===== config.mk =====
export PLATFORM = sky130hd
export DESIGN_NAME = down_count_monitor_flat
export DESIGN_NICKNAME = d
export VERILOG_FILES = /design/src/rtl/down_count_monitor_if.sv /design/src/rtl/down_count_monitor.sv /design/src/flat_wrapper.sv
export SDC_FILE = /design/constraint.sdc
export NUM_CORES = 1
export LEC_CHECK = 0
export CORE_UTILIZATION = 53
export DETAILED_ROUTE_END_ITERATION = 8
export PLACE_DENSITY = 0.92
export SLEW_MARGIN = 5
export SYNTH_ARGS = -nofsm -noshare
export SYNTH_HDL_FRONTEND = slang
export SYNTH_SLANG_ARGS = --single-unit

===== constraint.sdc =====
create_clock -name clk -period 4.8 [get_ports clk]
set_input_delay 0.96 -clock clk [delete_from_list [all_inputs] [get_ports clk]]
set_output_delay 0.96 -clock clk [all_outputs]
set_load 0.005 [all_outputs]

===== src/rtl/down_count_monitor_if.sv =====
// Bundle of count-sample inputs and monitor status outputs for down_count_monitor.
// master: drives the count samples and observes status (bench or upstream wrapper).
// slave:  the monitor itself, consuming samples and producing status.
interface down_count_monitor_if #(
  parameter int WIDTH = 4,
  parameter int CNT_W = 8
);
  logic [WIDTH-1:0] count_in;
  logic             count_valid;
  logic             ctr_clear;
  logic             locked;
  logic             err_pulse;
  logic             wrap_pulse;
  logic [CNT_W-1:0] err_cnt;
  logic [CNT_W-1:0] wrap_cnt;
  logic [WIDTH-1:0] expected;

  modport master (
    output count_in, count_valid, ctr_clear,
    input  locked, err_pulse, wrap_pulse, err_cnt, wrap_cnt, expected
  );

  modport slave (
    input  count_in, count_valid, ctr_clear,
    output locked, err_pulse, wrap_pulse, err_cnt, wrap_cnt, expected
  );
endinterface


===== src/rtl/down_count_monitor.sv =====
// Checks that a sampled down-counter steps by exactly -1 (mod 2^WIDTH); counts wraps and errors.
// Latency: every status output is registered and updates on the edge that takes the sample.
// Backpressure: none; count_valid qualifies a sample, gaps of any length simply hold state.
// Ports: clk, clear_n (sync active-low reset), mon (slave modport: count_in/count_valid/ctr_clear in;
//        locked/err_pulse/wrap_pulse/err_cnt/wrap_cnt/expected out).
module down_count_monitor #(
  parameter int WIDTH      = 4,
  parameter int CNT_W      = 8,
  parameter int MISS_LIMIT = 3
) (
  input  logic                  clk,
  input  logic                  clear_n,
  down_count_monitor_if.slave   mon
);

  localparam logic [3:0] MISS_LIM = 4'(MISS_LIMIT);

  typedef enum logic {
    UNLOCKED = 1'b0,
    LOCKED   = 1'b1
  } state_e;

  state_e           state_q, state_d;
  logic [WIDTH-1:0] expected_q, expected_d;
  logic [3:0]       miss_cnt_q, miss_cnt_d;
  logic [CNT_W-1:0] err_cnt_q, err_cnt_d;
  logic [CNT_W-1:0] wrap_cnt_q, wrap_cnt_d;
  logic             err_pulse_q, err_pulse_d;
  logic             wrap_pulse_q, wrap_pulse_d;

  logic             sample_match;
  logic [3:0]       miss_inc;
  logic             miss_hit;
  logic [WIDTH-1:0] count_dec;

  assign sample_match = (mon.count_in == expected_q);
  assign miss_inc     = miss_cnt_q + 4'd1;
  assign miss_hit     = (miss_inc == MISS_LIM);
  assign count_dec    = mon.count_in - WIDTH'(1);

  // State register (and all other flops)
  always_ff @(posedge clk) begin
    if (!clear_n) begin
      state_q      <= UNLOCKED;
      expected_q   <= '0;
      miss_cnt_q   <= '0;
      err_cnt_q    <= '0;
      wrap_cnt_q   <= '0;
      err_pulse_q  <= 1'b0;
      wrap_pulse_q <= 1'b0;
    end else begin
      state_q      <= state_d;
      expected_q   <= expected_d;
      miss_cnt_q   <= miss_cnt_d;
      err_cnt_q    <= err_cnt_d;
      wrap_cnt_q   <= wrap_cnt_d;
      err_pulse_q  <= err_pulse_d;
      wrap_pulse_q <= wrap_pulse_d;
    end
  end

  // Next-state logic
  always_comb begin
    state_d = state_q;
    if (mon.ctr_clear) begin
      state_d = UNLOCKED;
    end else if (mon.count_valid) begin
      if (state_q == UNLOCKED) begin
        state_d = LOCKED;
      end else if (!sample_match && miss_hit) begin
        state_d = UNLOCKED;
      end
    end
  end

  // Output / datapath logic
  always_comb begin
    expected_d   = expected_q;
    miss_cnt_d   = miss_cnt_q;
    err_cnt_d    = err_cnt_q;
    wrap_cnt_d   = wrap_cnt_q;
    err_pulse_d  = 1'b0;
    wrap_pulse_d = 1'b0;
    if (mon.ctr_clear) begin
      expected_d = '0;
      miss_cnt_d = '0;
    end else if (mon.count_valid) begin
      // Always re-anchor on the observed value so one glitch costs one error, not many.
      expected_d = count_dec;
      if (state_q == UNLOCKED) begin
        miss_cnt_d = '0;
      end else if (sample_match) begin
        miss_cnt_d = '0;
        if (mon.count_in == '1) begin
          wrap_pulse_d = 1'b1;
          if (wrap_cnt_q != '1) wrap_cnt_d = wrap_cnt_q + CNT_W'(1);
        end
      end else begin
        err_pulse_d = 1'b1;
        if (err_cnt_q != '1) err_cnt_d = err_cnt_q + CNT_W'(1);
        miss_cnt_d = miss_hit ? 4'd0 : miss_inc;
      end
    end
  end

  assign mon.locked     = (state_q == LOCKED);
  assign mon.err_pulse  = err_pulse_q;
  assign mon.wrap_pulse = wrap_pulse_q;
  assign mon.err_cnt    = err_cnt_q;
  assign mon.wrap_cnt   = wrap_cnt_q;
  assign mon.expected   = expected_q;

endmodule


===== src/flat_wrapper.sv =====
// flat-port wrapper written by rule: the top's interface ports become plain ports
module down_count_monitor_flat 
#(
  parameter int WIDTH      = 4,
  parameter int CNT_W      = 8,
  parameter int MISS_LIMIT = 3
)
  (clk, clear_n, mon_count_in, mon_count_valid, mon_ctr_clear, mon_locked, mon_err_pulse, mon_wrap_pulse, mon_err_cnt, mon_wrap_cnt, mon_expected);
  down_count_monitor_if #(.WIDTH(WIDTH), .CNT_W(CNT_W)) mon_i ();
  input  logic clk;
  input  logic clear_n;
  input wire logic [$bits(mon_i.count_in)-1:0] mon_count_in;
  input wire logic [$bits(mon_i.count_valid)-1:0] mon_count_valid;
  input wire logic [$bits(mon_i.ctr_clear)-1:0] mon_ctr_clear;
  output wire logic [$bits(mon_i.locked)-1:0] mon_locked;
  output wire logic [$bits(mon_i.err_pulse)-1:0] mon_err_pulse;
  output wire logic [$bits(mon_i.wrap_pulse)-1:0] mon_wrap_pulse;
  output wire logic [$bits(mon_i.err_cnt)-1:0] mon_err_cnt;
  output wire logic [$bits(mon_i.wrap_cnt)-1:0] mon_wrap_cnt;
  output wire logic [$bits(mon_i.expected)-1:0] mon_expected;
  assign mon_i.count_in = mon_count_in;
  assign mon_i.count_valid = mon_count_valid;
  assign mon_i.ctr_clear = mon_ctr_clear;
  assign mon_locked = mon_i.locked;
  assign mon_err_pulse = mon_i.err_pulse;
  assign mon_wrap_pulse = mon_i.wrap_pulse;
  assign mon_err_cnt = mon_i.err_cnt;
  assign mon_wrap_cnt = mon_i.wrap_cnt;
  assign mon_expected = mon_i.expected;
  down_count_monitor #(.WIDTH(WIDTH), .CNT_W(CNT_W), .MISS_LIMIT(MISS_LIMIT)) u_core (.clk(clk), .clear_n(clear_n), .mon(mon_i));
endmodule

==> results.toml, run 1 <==
[logic_synthesis]
syn_area_per_cell_um2 = 8.77
yosysWarnings = 0
netlist_instances = 154
synth_common_cells = "dfxtp_1 (27), nor2_1 (18), xnor2_1 (14)"
synth_most_common_cell = "dfxtp_1"
synth_top_area_frac = 0.400
synth_nets = 168
netlist_area_um2 = 1350
synth_area_leaders = "dfxtp_1 (40%), xnor2_1 (9.1%), ha_1 (5.6%)"
ys_seq_elements = 27
synthFlopType = "dfxtp_1"
synth_largest_area_cell = "dfxtp_1"
ys_seq_area_frac = 0.400
synth_cell_types = 36
async_reset_ff_frac = 0
synth-edff-count = 0

[cts]
hold_buffers = 0
cts_buffer_depth = 2
clkTransAtPathRegs_ns = 0.14
cts-root-buf = "clkbuf_4"
numCtsBuffers = 3
cts_resized = 0
post_cts_buffers = 0
htree_levels = 1
clk_latency_ns = 0.33
cts_tree = "done"
clkSinkCount = 27

[floorplanning]
core_um2 = 2300
die-height_um = 52.5
die_area_um2 = 2760
dieWidth_um = 52.5
start_util = 0.588
num_rows = 17
ios = 31

[power]
leakagePower_uw = 0.000609
p_per_area_nw_per_um2 = 213
total_power_uw = 361
ir_worst_vdd_uv = 145

[critical_path]
cp_max_fo = 12
crit_slowest_cell = "clkdlybuf4s50_1"
cpPeakStageDelay_ns = 0.70
cp.arrival_ns = 2.87
endpoint_kind = "register"
path_cells = "clkdlybuf4s50_1 -> and3b_1 -> nand4b_1 -> nor3_2 -> nand3_1 -> mux2i_1"
cp-start-kind = "input pin"
cp.required_ns = 5.03
critPathKind = "input pin to register"

[sta]
period_minus_slack_ns = 2.64
slew_viol_final = 0
tns_ns = 0
fin_skew_ns = 0.00792
finalSetupViolCount = 0
rsz0062_at_grt = "no"
final_hold_viol_count = 0
tightest_slew_ns = 0.534
fmax_mhz = 379
maxSlewHeadroom = 0.642
finalCritPeriodShare = 0.549

[layout]
multi_input_area_um2 = 758
fin_nets = 199
drive_gt1_frac = 0.0598
regArea_um2 = 541
area_growth_pct = 25.2
fillCellCount = 162
diodes = 0

[place]
finalWeightedCongestion = 0.759
dpl.hpwl_mm = 2.25
io_buffers = 30

[route]
num_vias = 1222
detail_route.vias_per_cell = 5.76
ant_nets = 0
drc = 0
drt_pass1_iterations = 4
drt_iter0_drc = 26
wirelength_mm = 2.93
wl_per_cell_um = 13.8

[grt]
antenna_found_initial = 0
grt_pass1_wl_mm = 4.97
grtUsageTotal = 0.246
grt_pass1_vias = 1224
grt_max_degree = 16
grt_overflow = 0

[run_status]
outcome = "complete, no violations"

[flow_run]
cap_violations = 0

[min_path]
hold_path.class = "register to register"
-- routing by layer --
metal	vias up	part of all wire	GRT usage
li1	602	-	-
met1	574	0.40	0.241
met2	39	0.53	0.464
met3	7	0.044	0.0522
met4	0	0.020	0.145
met5	-	0	0
-- where the power goes --
group / total (uW) / internal [uW] / switching (uW)
combinational: 33.4 / 16.0 / 17.4
sequential: 229 / 227 / 2.26
clock: 98.9 / 31.3 / 67.6
-- layout make-up --
class | instances | area share
inverters | 8 | 0.0178
clock inverters | 1 | 0.00296
flip-flops and latches | 27 | 0.320
multi-input cells | 115 | 0.448
repair buffers | 30 | 0.178
well taps | 28 | 0.0207
clock buffers | 3 | 0.0133
-- state kept, by name, summed over array words and instances (netlist names) --
| register | cells |
|---|---|
| u_core.mon.err_pulse | 1 |
| u_core.mon.err_cnt | 8 |
| u_core.mon.expected | 4 |
| u_core.mon.locked | 1 |
| u_core.miss_cnt_q | 4 |
| u_core.mon.wrap_cnt | 8 |
| u_core.mon.wrap_pulse | 1 |
-- placed cells by master (no fill, tap or decap), types with 3 or more instances in the layout --
master / instances
and3_1: 3
nand4_1: 4
inv_1: 7
nand2_1: 13
a211oi_1: 5
xnor2_1: 14
nand3_1: 7
o21ai_0: 3
clkbuf_4: 3
nand2b_1: 3
clkdlybuf4s50_1: 30
a21oi_1: 4
dfxtp_1: 27
nor2_1: 18
ha_1: 6
nor4_1: 4
mux2i_1: 4
nor3_1: 4
-- worst paths after layout --
path              cells after the start                     end  slack [ns]                    from
setup / recovery                      6  u_core.mon.wrap_cnt[7]        2.16         mon_count_valid
hold / removal                        2  u_core.mon.wrap_cnt[6]        0.50  u_core.mon.wrap_cnt[6]
setup reg to reg                      6  u_core.mon.wrap_cnt[7]        2.90  u_core.mon.wrap_cnt[0]
hold reg to reg                       2  u_core.mon.wrap_cnt[6]        0.50  u_core.mon.wrap_cnt[6]
-- per-stage QoR --
step / utilization / hold slack (ns) / std cells / worst slack (ns) / area, um2
2_1_floorplan: - / 0.469 / 154 / 2.65 / 1350
3_3_place_gp: 0.724 / 0.469 / 208 / 1.91 / 1660
3_5_place_dp: 0.724 / 0.483 / 208 / 1.81 / 1660
4_1_cts: 0.736 / 0.502 / 212 / 2.17 / 1690
5_1_grt: 0.736 / 0.538 / 212 / 1.99 / 1690
6_report: 0.736 / 0.503 / 212 / 2.16 / 1690
-- worst max-delay path, delay by kind of cell --
family                 cells  cell delay [ns]
buffers and inverters      1             0.70
muxes                      1             0.14
and+or+nand+nor            4             1.06
-- cells by family (layout without fill, tap and decap cells) --
group	count (synthesis)	count (layout)	share of synthesized area
AND/OR/NAND/NOR	69	69	0.272
flip-flops	27	27	0.400
AO/OA/AOI/OAI	20	20	0.100
XOR/XNOR	16	16	0.104
buffers and inverters	12	42	0.0389
adder cells (fa/ha/maj)	6	6	0.0556
multiplexers	4	4	0.0296
Power figures use the tool's default switching activity.
==> run 2, diff against run 1 <==
--- a/config.mk
+++ b/config.mk
@@ -5,9 +5,9 @@
 export SDC_FILE = /design/constraint.sdc
 export NUM_CORES = 1
 export LEC_CHECK = 0
-export CORE_UTILIZATION = 53
+export CORE_UTILIZATION = 49
 export DETAILED_ROUTE_END_ITERATION = 8
-export PLACE_DENSITY = 0.92
+export PLACE_DENSITY = 0.86
 export SLEW_MARGIN = 5
 export SYNTH_ARGS = -nofsm -noshare
 export SYNTH_HDL_FRONTEND = slang
==> constraint.sdc (replaced) <==
create_clock -name clk -period 2.53 [get_ports clk]
set_input_delay 0.506 -clock clk [delete_from_list [all_inputs] [get_ports clk]]
set_output_delay 0.506 -clock clk [all_outputs]
set_load 0.005 [all_outputs]
==> run 2 against run 1 <==
Compared with the run above: worst hold slack lost 0.0071 ns; clock power increased by 89%; combinational power grew 98%; flip-flop and latch count is the same; count of clock-buffer cells in the layout up 1; via count decreased by 0.90%; wire length fell by 3.7%; first-iteration DRC count rose by 50%; sequential power rose by 90%; power rose by 90%; register-to-register slack got worse by 2.1 ns; critical endpoint is now u_core.mon.wrap_cnt[1].
==> results.toml, run 2 (synthesis results as in run 1) <==
[layout]
final_common_cell = "clkdlybuf4s50_1"
drive_gt1_frac = 0.0695
design_area_um2 = 1720
fin_nets = 202
layout.cells.non_filler = 217
final_cell_mix = "clkdlybuf4s50_1 (30), dfxtp_1 (27), nor2_1 (18), xnor2_1 (14), nand2_1 (13)"
diodes = 0
area_growth_pct = 26.9

[route]
drc = 0
num_vias = 1211
wirelength_mm = 2.83
ant_nets = 0
detail_route.vias_per_cell = 5.58
drt_iter0_drc = 39
drt_pass1_iterations = 4
wl_per_cell_um = 13.0

[cts]
cts-root-buf = "clkbuf_4"
clk_latency_ns = 0.32
cts_tree = "done"
clkTransAtPathRegs_ns = 0.14
clkSinkCount = 27
numCtsBuffers = 3
hold_buffers = 0
htree_levels = 1
cts_resized = 0
cts_buffer_depth = 2
post_cts_buffers = 0

[sta]
hold_ws_ns = 0.496
fmax_mhz = 503
fin_skew_ns = 0.00657
period_minus_slack_ns = 1.99
rsz0062_at_grt = "no"
finalSetupViolCount = 0
maxSlewHeadroom = 0.658
final_hold_viol_count = 0
setup_ws_ns = 0.544
finalCritPeriodShare = 0.785
slew_viol_final = 0
tns_ns = 0
tightest_slew_ns = 0.510

[critical_path]
cp.arrival_ns = 2.20
r2r-end = "u_core.mon.wrap_cnt[1]"
rrSetupSlack_ns = 0.83
cp-start-kind = "input pin"
critPathKind = "input pin to register"
ff2ff_path_depth = 7
cp_max_fo = 8
r2r_start = "u_core.mon.wrap_cnt[0]"
cp.required_ns = 2.74
endpoint_kind = "register"

[floorplanning]
core_um2 = 2540
ios = 31
dieWidth_um = 54.5
die_area_um2 = 2970
die-height_um = 54.5
start_util = 0.531
num_rows = 18

[min_path]
min-delay-start = "u_core.mon.wrap_cnt[6]"
holdPathStages = 2
hold_path.class = "register to register"
min_to = "u_core.mon.wrap_cnt[6]"

[run_status]
outcome = "complete, no violations"

[place]
dpl.hpwl_mm = 2.20
pre_cts_ws_ns = 0.212
finalWeightedCongestion = 0.804
dp_cells = 213
place_area_um2 = 1690
io_buffers = 30

[power]
ir_worst_vdd_uv = 273
p_per_area_nw_per_um2 = 401
leakagePower_uw = 0.000621

[grt]
grt_overflow = 0
grtUsageTotal = 0.213
grt_pass1_wl_mm = 4.62
antenna_found_initial = 0
grt_pass1_vias = 1139
grt_max_degree = 15

[flow_run]
cap_violations = 0
## run 2: per-layer routing
metal / share of wire / track usage / vias to the layer above / routed length [um]
met5: 0 / 0 / - / 0
met4: 0.023 / 0.111 / 0 / 65
met3: 0.032 / 0.0278 / 8 / 91
met2: 0.49 / 0.382 / 37 / 1400
met1: 0.45 / 0.244 / 564 / 1270
li1: - / - / 602 / -
## run 2: per-stage QoR
step           utilization  power [uW]
2_1_floorplan            -         479
3_3_place_gp         0.664         507
3_5_place_dp         0.664         510
4_1_cts              0.674         696
5_1_grt              0.674         715
6_report             0.674         688
## run 2: worst max path at each step
stage | startpoint | end | slack [ns]
floorplan | u_core.mon.wrap_cnt[0] | u_core.mon.wrap_cnt[5] | 0.82
global placement | mon_count_in[0] | u_core.mon.wrap_cnt[5] | 0.27
detailed placement | mon_count_in[0] | u_core.mon.wrap_cnt[1] | 0.21
CTS | mon_count_in[0] | u_core.mon.wrap_cnt[1] | 0.57
global route | mon_count_in[1] | u_core.mon.wrap_cnt[1] | 0.42
finish | mon_count_in[0] | u_core.mon.wrap_cnt[1] | 0.54
## run 2: power breakdown
| group | internal [uW] | switching (uW) | leakage, uW |
|---|---|---|---|
| combinational | 32.6 | 33.6 | 0.000388 |
| clock | 61.6 | 125 | 0.0000150 |
| sequential | 430 | 4.40 | 0.000218 |
| total | 524 | 164 | 0.000621 |
## run 2: worst max-delay path: stages
cell and delay [ns]:
clkdlybuf4s50_1 0.56, ha_1 0.18, nand3_1 0.10, nand4b_1 0.26
nor3_2 0.15, buf_4 0.18, mux2i_1 0.20, nor2_1 0.06
## run 2: area by class of cell
| type | instances | area [um2] |
|---|---|---|
| Clock buffer | 4 | 26.3 |
| Fill cell | 209 | 830 |
| Inverter | 8 | 30.0 |
| Multi-Input combinational cell | 115 | 758 |
| Sequential cell | 27 | 541 |
| Tap cell | 30 | 37.5 |
| Timing Repair Buffer | 33 | 323 |
